### src/rtl/pipeline_hazard_ctrl_pkg.sv
// -----------------------------------------------------------------------------
// hazard_pkg
// Shared types and constants for the ID-stage stall/flush sequencer.
//   hazard_state_e  : sequencer state (RUN / MD_BUSY)
//   MD_LATENCY_MIN  : shortest supported MUL/DIV EX occupancy
//   MD_LATENCY_MAX  : longest supported MUL/DIV EX occupancy
//   md_cnt_width()  : width of the MUL/DIV down-counter for a given latency
//   md_reload()     : value loaded into the down-counter when an op is seen
// -----------------------------------------------------------------------------
package hazard_pkg;

  typedef enum logic {
    RUN     = 1'b0,
    MD_BUSY = 1'b1
  } hazard_state_e;

  localparam int MD_LATENCY_MIN = 2;
  localparam int MD_LATENCY_MAX = 16;

  // A latency of 2 gives $clog2 = 1; keep at least one bit regardless.
  function automatic int md_cnt_width(input int lat);
    int w;
    w = $clog2(lat);
    return (w < 1) ? 1 : w;
  endfunction

  // The detection cycle is the first hold cycle and the release cycle is the
  // last one, so the counter only has to cover latency-2 cycles in between.
  // Out-of-range latencies are clamped into the supported window.
  function automatic int md_reload(input int lat);
    int l;
    l = lat;
    if (l < MD_LATENCY_MIN) l = MD_LATENCY_MIN;
    if (l > MD_LATENCY_MAX) l = MD_LATENCY_MAX;
    return l - 2;
  endfunction

endpackage

### src/rtl/pipeline_hazard_ctrl_if.sv
// -----------------------------------------------------------------------------
// pipeline_hazard_ctrl_if
// Bundle between the pipeline datapath and the hazard sequencer.
//   master modport : pipeline side, drives the ID/EX observations and
//                    receives the advance/flush/hold controls
//   slave  modport : the sequencer itself
// Observations : IFID_Rs1/Rs2, IFID_UsesRs1/UsesRs2, IDEX_Rd, IDEX_MemRead,
//                IDEX_MulDiv, Branch_Taken
// Controls     : PC_Write, IFID_Write, IDEX_Bubble, IFID_Flush, EX_Hold,
//                MD_Start, StallCount[CNT_W]
// -----------------------------------------------------------------------------
interface pipeline_hazard_ctrl_if #(
  parameter int CNT_W = 16
);

  logic [4:0]       IFID_Rs1;
  logic [4:0]       IFID_Rs2;
  logic             IFID_UsesRs1;
  logic             IFID_UsesRs2;
  logic [4:0]       IDEX_Rd;
  logic             IDEX_MemRead;
  logic             IDEX_MulDiv;
  logic             Branch_Taken;

  logic             PC_Write;
  logic             IFID_Write;
  logic             IDEX_Bubble;
  logic             IFID_Flush;
  logic             EX_Hold;
  logic             MD_Start;
  logic [CNT_W-1:0] StallCount;

  modport master (
    output IFID_Rs1, IFID_Rs2, IFID_UsesRs1, IFID_UsesRs2,
           IDEX_Rd, IDEX_MemRead, IDEX_MulDiv, Branch_Taken,
    input  PC_Write, IFID_Write, IDEX_Bubble, IFID_Flush,
           EX_Hold, MD_Start, StallCount
  );

  modport slave (
    input  IFID_Rs1, IFID_Rs2, IFID_UsesRs1, IFID_UsesRs2,
           IDEX_Rd, IDEX_MemRead, IDEX_MulDiv, Branch_Taken,
    output PC_Write, IFID_Write, IDEX_Bubble, IFID_Flush,
           EX_Hold, MD_Start, StallCount
  );

endinterface

### src/rtl/pipeline_hazard_ctrl_load_use_detect.sv
// -----------------------------------------------------------------------------
// load_use_detect
// Purely combinational load-use compare for one ID-stage instruction against
// the load currently in EX. Kept standalone so a second issue slot can reuse it.
//   rs1, rs2            : source registers of the ID instruction
//   uses_rs1, uses_rs2  : the ID instruction really reads that source
//   rd                  : destination of the EX instruction
//   mem_read            : the EX instruction is a load
//   hazard              : the ID instruction must wait one cycle
// -----------------------------------------------------------------------------
module load_use_detect (
  input  logic [4:0] rs1,
  input  logic [4:0] rs2,
  input  logic       uses_rs1,
  input  logic       uses_rs2,
  input  logic [4:0] rd,
  input  logic       mem_read,
  output logic       hazard
);

  logic rs1_match;
  logic rs2_match;

  // x0 is hardwired to zero, so a load targeting it never creates a hazard.
  assign rs1_match = uses_rs1 && (rd == rs1);
  assign rs2_match = uses_rs2 && (rd == rs2);
  assign hazard    = mem_read && (rd != 5'd0) && (rs1_match || rs2_match);

endmodule

### src/rtl/pipeline_hazard_ctrl.sv
// -----------------------------------------------------------------------------
// pipeline_hazard_ctrl
// ID-stage stall/flush sequencer for the 5-stage pipeline. Freezes the front
// end for load-use hazards and for multi-cycle MUL/DIV ops in EX, generates
// the IF/ID flush for taken branches, and counts stall cycles.
//   clk_i  : clock, rising edge
//   rst_i  : asynchronous active-high reset
//   hz     : slave side of pipeline_hazard_ctrl_if (observations in,
//            PC_Write/IFID_Write/IDEX_Bubble/IFID_Flush/EX_Hold/MD_Start/
//            StallCount out)
// Parameters:
//   MD_LATENCY : EX occupancy of a MUL/DIV op in cycles (2..16)
//   CNT_W      : StallCount width, must match the interface CNT_W
// -----------------------------------------------------------------------------
module pipeline_hazard_ctrl
  import hazard_pkg::*;
#(
  parameter int MD_LATENCY = 4,
  parameter int CNT_W      = 16
) (
  input  logic                   clk_i,
  input  logic                   rst_i,
  pipeline_hazard_ctrl_if.slave  hz
);

  localparam int                  CNT_BITS   = md_cnt_width(MD_LATENCY);
  localparam logic [CNT_BITS-1:0] CNT_RELOAD = CNT_BITS'(md_reload(MD_LATENCY));

  hazard_state_e     state_q, state_d;
  logic [CNT_BITS-1:0] cnt_q, cnt_d;
  logic [CNT_W-1:0]  stall_count_q;

  logic load_use;
  logic md_detect;
  logic md_holding;

  logic pc_write;
  logic ifid_write;
  logic idex_bubble;
  logic ifid_flush;
  logic ex_hold;
  logic md_start;

  load_use_detect u_load_use (
    .rs1      (hz.IFID_Rs1),
    .rs2      (hz.IFID_Rs2),
    .uses_rs1 (hz.IFID_UsesRs1),
    .uses_rs2 (hz.IFID_UsesRs2),
    .rd       (hz.IDEX_Rd),
    .mem_read (hz.IDEX_MemRead),
    .hazard   (load_use)
  );

  // A new MUL/DIV is only picked up from RUN; the release cycle of MD_BUSY
  // deliberately does not re-detect the op that is just leaving EX.
  assign md_detect  = (state_q == RUN) && hz.IDEX_MulDiv;
  assign md_holding = (state_q == MD_BUSY) && (cnt_q != '0);

  // State register: RUN/MD_BUSY and the MUL/DIV down-counter.
  always_ff @(posedge clk_i or posedge rst_i) begin
    if (rst_i) begin
      state_q <= RUN;
      cnt_q   <= '0;
    end else begin
      state_q <= state_d;
      cnt_q   <= cnt_d;
    end
  end

  // Next-state logic: enter MD_BUSY on detection, count down the remaining
  // hold cycles, and drop back to RUN on the release cycle (cnt == 0).
  always_comb begin
    state_d = state_q;
    cnt_d   = cnt_q;
    unique case (state_q)
      RUN: begin
        if (md_detect) begin
          state_d = MD_BUSY;
          cnt_d   = CNT_RELOAD;
        end
      end
      MD_BUSY: begin
        if (cnt_q != '0) begin
          cnt_d = cnt_q - CNT_BITS'(1);
        end else begin
          state_d = RUN;
        end
      end
      default: begin
        state_d = RUN;
        cnt_d   = '0;
      end
    endcase
  end

  // Output logic. Priority is MUL/DIV hold > load-use stall > branch flush;
  // the release cycle falls through to the ordinary RUN behaviour. Outputs are
  // forced to their idle values while reset is asserted so a MUL/DIV still
  // sitting in EX cannot fire MD_Start during reset.
  always_comb begin
    pc_write    = 1'b1;
    ifid_write  = 1'b1;
    idex_bubble = 1'b0;
    ifid_flush  = 1'b0;
    ex_hold     = 1'b0;
    md_start    = 1'b0;
    if (rst_i) begin
      pc_write = 1'b1;
    end else if (md_holding) begin
      ex_hold    = 1'b1;
      pc_write   = 1'b0;
      ifid_write = 1'b0;
    end else if (md_detect) begin
      ex_hold    = 1'b1;
      md_start   = 1'b1;
      pc_write   = 1'b0;
      ifid_write = 1'b0;
    end else if (load_use) begin
      pc_write    = 1'b0;
      ifid_write  = 1'b0;
      idex_bubble = 1'b1;
    end else begin
      ifid_flush = hz.Branch_Taken;
    end
  end

  // Stall-cycle counter: counts every cycle the PC is frozen and sticks at
  // all-ones instead of wrapping.
  always_ff @(posedge clk_i or posedge rst_i) begin
    if (rst_i) begin
      stall_count_q <= '0;
    end else if (!pc_write && (stall_count_q != '1)) begin
      stall_count_q <= stall_count_q + CNT_W'(1);
    end
  end

  assign hz.PC_Write    = pc_write;
  assign hz.IFID_Write  = ifid_write;
  assign hz.IDEX_Bubble = idex_bubble;
  assign hz.IFID_Flush  = ifid_flush;
  assign hz.EX_Hold     = ex_hold;
  assign hz.MD_Start    = md_start;
  assign hz.StallCount  = stall_count_q;

endmodule

### src/flat_wrapper.sv
// flat-port wrapper written by rule: the top's interface ports become plain ports
module pipeline_hazard_ctrl_flat import hazard_pkg::*;
#(
  parameter int MD_LATENCY = 4,
  parameter int CNT_W      = 16
)
  (clk_i, rst_i, hz_IFID_Rs1, hz_IFID_Rs2, hz_IFID_UsesRs1, hz_IFID_UsesRs2, hz_IDEX_Rd, hz_IDEX_MemRead, hz_IDEX_MulDiv, hz_Branch_Taken, hz_PC_Write, hz_IFID_Write, hz_IDEX_Bubble, hz_IFID_Flush, hz_EX_Hold, hz_MD_Start, hz_StallCount);
  pipeline_hazard_ctrl_if #(.CNT_W(CNT_W)) hz_i ();
  input  logic clk_i;
  input  logic rst_i;
  input wire logic [$bits(hz_i.IFID_Rs1)-1:0] hz_IFID_Rs1;
  input wire logic [$bits(hz_i.IFID_Rs2)-1:0] hz_IFID_Rs2;
  input wire logic [$bits(hz_i.IFID_UsesRs1)-1:0] hz_IFID_UsesRs1;
  input wire logic [$bits(hz_i.IFID_UsesRs2)-1:0] hz_IFID_UsesRs2;
  input wire logic [$bits(hz_i.IDEX_Rd)-1:0] hz_IDEX_Rd;
  input wire logic [$bits(hz_i.IDEX_MemRead)-1:0] hz_IDEX_MemRead;
  input wire logic [$bits(hz_i.IDEX_MulDiv)-1:0] hz_IDEX_MulDiv;
  input wire logic [$bits(hz_i.Branch_Taken)-1:0] hz_Branch_Taken;
  output wire logic [$bits(hz_i.PC_Write)-1:0] hz_PC_Write;
  output wire logic [$bits(hz_i.IFID_Write)-1:0] hz_IFID_Write;
  output wire logic [$bits(hz_i.IDEX_Bubble)-1:0] hz_IDEX_Bubble;
  output wire logic [$bits(hz_i.IFID_Flush)-1:0] hz_IFID_Flush;
  output wire logic [$bits(hz_i.EX_Hold)-1:0] hz_EX_Hold;
  output wire logic [$bits(hz_i.MD_Start)-1:0] hz_MD_Start;
  output wire logic [$bits(hz_i.StallCount)-1:0] hz_StallCount;
  assign hz_i.IFID_Rs1 = hz_IFID_Rs1;
  assign hz_i.IFID_Rs2 = hz_IFID_Rs2;
  assign hz_i.IFID_UsesRs1 = hz_IFID_UsesRs1;
  assign hz_i.IFID_UsesRs2 = hz_IFID_UsesRs2;
  assign hz_i.IDEX_Rd = hz_IDEX_Rd;
  assign hz_i.IDEX_MemRead = hz_IDEX_MemRead;
  assign hz_i.IDEX_MulDiv = hz_IDEX_MulDiv;
  assign hz_i.Branch_Taken = hz_Branch_Taken;
  assign hz_PC_Write = hz_i.PC_Write;
  assign hz_IFID_Write = hz_i.IFID_Write;
  assign hz_IDEX_Bubble = hz_i.IDEX_Bubble;
  assign hz_IFID_Flush = hz_i.IFID_Flush;
  assign hz_EX_Hold = hz_i.EX_Hold;
  assign hz_MD_Start = hz_i.MD_Start;
  assign hz_StallCount = hz_i.StallCount;
  pipeline_hazard_ctrl #(.MD_LATENCY(MD_LATENCY), .CNT_W(CNT_W)) u_core (.clk_i(clk_i), .rst_i(rst_i), .hz(hz_i));
endmodule
### config.mk
export PLATFORM = sky130hd
export DESIGN_NAME = pipeline_hazard_ctrl_flat
export DESIGN_NICKNAME = d
export VERILOG_FILES = /design/src/rtl/pipeline_hazard_ctrl_pkg.sv /design/src/rtl/pipeline_hazard_ctrl_if.sv /design/src/rtl/pipeline_hazard_ctrl_load_use_detect.sv /design/src/rtl/pipeline_hazard_ctrl.sv /design/src/flat_wrapper.sv
export SDC_FILE = /design/constraint.sdc
export NUM_CORES = 1
export LEC_CHECK = 0
export CORE_MARGIN = 2
export CORE_UTILIZATION = 38
export DETAILED_ROUTE_END_ITERATION = 12
export HOLD_SLACK_MARGIN = 0.05
export PLACE_DENSITY_LB_ADDON = 0.3
export SYNTH_ARGS = -nofsm -noshare
export SYNTH_HDL_FRONTEND = slang
export SYNTH_SLANG_ARGS = --single-unit
### constraint.sdc
create_clock -name clk_i -period 2.4 [get_ports clk_i]
set_input_delay 0.72 -clock clk_i [delete_from_list [all_inputs] [get_ports clk_i]]
set_output_delay 0.72 -clock clk_i [all_outputs]
set_load 0.05 [all_outputs]
# Yosys cells after proc, flatten, opt, wreduce, memory -nomap -nowiden
# Cells that the tools add are included.
# op_classes
n_addsub	2
eq_ne	5
muxes	22
bitwise_logic	1
n_reduce_logical	12
# ops
op	n
$mux W1	18
$add A16 B1 Y16 const B	1
$ne A16 B16 Y1 const B	1
$eq A5 B5 Y1	2
$logic_and A1 B1 Y1	7
$reduce_bool A5 Y1	1
$mux W2	2
$pmux W2 S2	1
$ne A2 B1 Y1 const B	1
$ne A2 B2 Y1 const B	1
$pmux W1 S2	1
$reduce_and A2 Y1	1
$reduce_bool A2 Y1	1
$sub A2 B1 Y2 const B	1
$logic_not A1 Y1	1
$logic_or A1 B1 Y1	1
$not A1 Y1	1
# totals
register_bits	19
inputBits	22
output_inout_bits	22
word_cells	45

# Depth between registers and ports, before layout
# logic_depth
ltp_word	10
ltp_mapped	9
mapped_depth_nobuf	8

# Modules after synthesis
# From an unflattened synthesis, not the netlist that was laid out.
# unflattened
cells_unflattened	110
hier_area_um2	1147.4
# modules_own_cells
mod	n_inst	cells_per_inst	area_each_um2	seq_area_each_um2
pipeline_hazard_ctrl	1	93	1013.5	475.5
load_use_detect	1	17	133.9	0.0

# Worst setup path before layout
# OpenSTA, ideal clock, no wires.
# synth_path
path_type	in2out
startpoint	input port hz_IDEX_Rd[1]
endpoint	output port hz_IDEX_Bubble
t_arrival_ns	2.334
required_time_ns	1.680
slack_ns	-0.654
path_stages	5
cell_sequence	xnor2_1 > nand4_1 > o22ai_1 > nand2b_1 > nor3_1
# synth_between
elab_chain_len	8
elab_cells_between_ends	12
classes_between	2 x eq/ne; 4 x mux; 6 x reduce/logical
# synth_lines
element	line_no	text
start, declared	flat_wrapper.sv:15	input wire logic [$bits(hz_i.IDEX_Rd)-1:0] hz_IDEX_Rd;
$eq A5 B5 Y1 (on tied branches)	pipeline_hazard_ctrl_load_use_detect.sv:25, pipeline_hazard_ctrl_load_use_detect.sv:26	
$logic_and A1 B1 Y1 (on tied branches)	pipeline_hazard_ctrl_load_use_detect.sv:25, pipeline_hazard_ctrl_load_use_detect.sv:26	
$logic_or A1 B1 Y1	pipeline_hazard_ctrl_load_use_detect.sv:27	assign hazard = mem_read && (rd != 5'd0) && (rs1_match || rs2_match);
$logic_and A1 B1 Y1 (*)	pipeline_hazard_ctrl_load_use_detect.sv:27	
$mux W1 (*)	pipeline_hazard_ctrl.sv:118	end else if (load_use) begin
$mux W1 (*)	pipeline_hazard_ctrl.sv:113	end else if (md_detect) begin
$mux W1 (*)	pipeline_hazard_ctrl.sv:109	end else if (md_holding) begin
$mux W1 (*)	pipeline_hazard_ctrl.sv:107	if (rst_i) begin
end, declared	flat_wrapper.sv:21	output wire logic [$bits(hz_i.IDEX_Bubble)-1:0] hz_IDEX_Bubble;
# Mark *: on every way between the ends. The rest lies on a longest branch, timed or not.

# Worst setup path in the final report
# layout_path
startpoint	input port hz_IDEX_Rd[2]
endpoint	output port hz_IFID_Flush
# layout_between
elab_chain_len	8
elab_cells_between_ends	12
classes_between	2 x eq/ne; 4 x mux; 6 x reduce/logical
# layout_lines
element	line_no	text
$eq A5 B5 Y1 (on tied branches)	pipeline_hazard_ctrl_load_use_detect.sv:25, pipeline_hazard_ctrl_load_use_detect.sv:26	
$logic_and A1 B1 Y1 (on tied branches)	pipeline_hazard_ctrl_load_use_detect.sv:25, pipeline_hazard_ctrl_load_use_detect.sv:26	
$logic_or A1 B1 Y1	pipeline_hazard_ctrl_load_use_detect.sv:27	
$logic_and A1 B1 Y1 (*)	pipeline_hazard_ctrl_load_use_detect.sv:27	
$mux W1 (*)	pipeline_hazard_ctrl.sv:118	
$mux W1 (*)	pipeline_hazard_ctrl.sv:113	
$mux W1 (*)	pipeline_hazard_ctrl.sv:109	
$mux W1 (*)	pipeline_hazard_ctrl.sv:107	
end, declared	flat_wrapper.sv:22	output wire logic [$bits(hz_i.IFID_Flush)-1:0] hz_IFID_Flush;
# Marks and branches as above.

==> flow_summary.yaml <==
timing:
  min_period_ns: 2.71
  skew_ns: 0.000649
  rsz0062_at_grt: "true"
  finalHoldViolations: 0
  maxSlewHeadroom_pct: 64.3
  setup-violations-final: 4
  worstMarginPinSlew_ns: 0.534
  fin_ws_ns: -0.311
  final.period_utilization_pct: 113
  drv_slew: 0
  fmax_ghz: 0.369
detailed_routing:
  drtIter0Drc: 12
  via_per_inst: 5.05
  drt_first_pass_iters: 4
  wirelength_um: 2830
  route.detailed.drc: 0
  wl_per_cell_um: 13.6
  num_vias: 1050
  postRouteAntennaNets: 0
synthesis:
  yosys_warnings: 0
  yosysSeqAreaShare_pct: 43.9
  syn_avg_cell_area_um2: 9.58
  synth_top_area_share_pct: 43.9
  syn_area_um2: 1080
  synthCells: 113
  async_flop_share_pct: 100
  yosys.area.top_type: "dfrtp_1"
  synth_cell_type_count: 28
  synth_edf_count: 0
  synth_nets: 137
  ys_ff_latch: 19
  yosysMostFrequentCell: "dfrtp_1"
  synth.area.top_cells: "dfrtp_1 (44%), xnor2_1 (12%), xor2_1 (8.9%)"
  synth_top_flop_cell: "dfrtp_1"
  synth.top_cells.by_count: "dfrtp_1 (19), xnor2_1 (15), nor2_1 (11), xor2_1 (11), inv_1 (9)"
global_route:
  grt_pass1_wl_um: 4680
  antenna_found_initial: 0
  grt-ovfl-total: 0
  grt_max_degree: 20
  first_global_vias: 1089
  grtUsageTotal_pct: 18.2
worst_setup_path:
  crit_path_max_incr_delay_ns: 0.52
  criticalPathCategory: "input pin to output pin"
  crit_buf_inv: 2
  required_ns: 1.68
  cp_cell_sequence: "buf_6 > or4_4 > o21ai_2 > nand2b_4 > and4_4 > buf_12"
  critPathLaunchType: "input pin"
  reg2reg_to: "u_core.hz.StallCount[9]"
  ff2ff_path_depth: 10
  critical_path.max_fanout: 3
  critPathSlowestCell: "or4_4"
  cp_top_family: "simple AND/OR/NAND/NOR gates"
  r2r_start: "u_core.cnt_q[0]"
  r2r_slack_ns: 0.33
  arrival_ns: 1.99
  end_kind: "output pin"
die:
  die_x_um: 57.4
  rows: 19
  dieHeight_um: 57.4
  pin_count: 44
  coreArea_um2: 2730
  initial_utilization_pct: 39.6
  fp.dieArea_um2: 3290
clocking:
  cts.clk_slew.worst_paths_ns: 0.11
  cts.sinks: 19
  h-tree-depth: 1
  cts_tree: "done"
  numCtsBuffers: 3
  clk_path_buf_depth: 2
  hold_buffers: 0
  clk_latency_ns: 0.29
  root_buffer: "clkbuf_4"
power:
  peakVddDrop_uv: 933
  p_leak_nw: 0.900
  p_per_area_nw_per_um2: 875
status:
  status: "finished with violations"
  violations: "setup timing"
worst_hold_path:
  hold_start: "u_core.hz.StallCount[15]"
  hold_end: "u_core.hz.StallCount[15]"
  whs_path_depth: 1
  min_path_type: "register to register"
place:
  hpwl_um: 2080
  gp_congestion: 0.799
  port_buffers: 43
  dp_cells: 200
  preCtsSetupSlack_ns: -0.761
cells_and_area:
  drive_gt1_share_pct: 33.3
  layout.nets: 202
  n_antenna_cell: 0
  final_cell_count_no_fill: 208
  fillCellCount: 214
  area_growth_syn_to_layout_pct: 71.1
run:
  drv_cap: 0
## cell type report
cell class	instances	area (µm²)	share of cell area, %
clock buffers	4	26.3	1.42
inverters	9	33.8	1.82
multi-input cells	83	669	36.1
flip-flops and latches	19	475	25.7
well taps	31	38.8	2.09
repair buffers	62	608	32.8
## metal layers
| metal | vias to the layer above | share of wire (%) | GRT usage [%] |
|---|---|---|---|
| li1 | 506 | - | - |
| met1 | 516 | 41 | 21.9 |
| met2 | 21 | 53 | 31.3 |
| met3 | 7 | 3.6 | 4.08 |
| met4 | 0 | 1.7 | 7.31 |
| met5 | - | 0 | 0 |
## worst max-delay path by stage
stage / start / endpoint / cells after the start / slack, ns
CTS: hz_IDEX_Rd[3] / hz_IFID_Flush / 6 / -0.33
finish: hz_IDEX_Rd[2] / hz_IFID_Flush / 6 / -0.31
floorplan: hz_IDEX_Rd[1] / hz_PC_Write / 6 / -0.29
detailed placement: hz_IDEX_Rd[4] / hz_IDEX_Bubble / 8 / -0.76
global route: hz_IDEX_Rd[2] / hz_IDEX_Bubble / 8 / -0.34
global placement: hz_IDEX_Rd[1] / hz_IFID_Flush / 6 / -0.74
## worst register-to-register path, cell delays in order, from the launching register on
cell,delay [ns]
dfrtp_1,0.37
inv_1,0.07
ha_1,0.23
nor2b_2,0.19
a21oi_4,0.07
buf_4,0.14
a21oi_1,0.23
o21ai_4,0.15
buf_12,0.17
nor3_1,0.22
xor2_1,0.17
## layout by cell type (no fill, tap or decap), types with 2 or more instances in the layout
cell type and instances:
nand4_1 6, buf_6 4, ha_1 2, and3_1 2, xor2_1 11, clkdlybuf4s50_1 19, nand3_1 7, dfrtp_1 19
nor3_1 3, inv_1 9, xnor2_1 11, nand2_1 7, nor3_2 2, clkbuf_4 3, dlygate4sd2_1 4, nor2_1 9
nor2_2 2, xnor2_2 4, buf_4 18, buf_12 7, clkbuf_2 7
## registers in the layout (all words and copies together) (netlist names)
register and cells:
u_core.hz.StallCount 16, u_core.cnt_q 2, u_core.state_q 1
## power by group
part / total (mW) / switching, mW / internal, mW
Combinational: 0.990 / 0.546 / 0.443
Clock: 0.162 / 0.0970 / 0.0646
Sequential: 0.469 / 0.0758 / 0.393
Total: 1.62 / 0.719 / 0.901
## logic make-up after synthesis
kind of cell | count (synthesis) | share of synthesized area [%]
compound gates | 8 | 5.32
xor+xnor | 26 | 21.0
fa+ha+maj | 2 | 2.31
buf+inv | 11 | 4.86
flops | 19 | 43.9
mux | 1 | 1.04
simple gates | 46 | 21.5
## timing repair
action,4_1_cts,5_1_grt
endpoints found under the setup margin,19,16
setup buffers,3,1
pin swaps,21,15
gates cloned,0,0
gates resized for setup,51,21
## metrics by stage
step	util (%)	hold slack (ns)	total power, mW	setup TNS (ns)	area, µm²
finish	67.7	0.501	1.62	-1.12	1850
CTS	66.6	0.505	1.59	-1.24	1820
detailed placement	63.6	0.486	1.40	-9.12	1740
global route	67.7	0.535	1.72	-1.37	1850
floorplan	-	0.465	1.01	-0.925	1110
global placement	63.6	0.483	1.38	-8.15	1740
(Power assumes the default switching activity.)
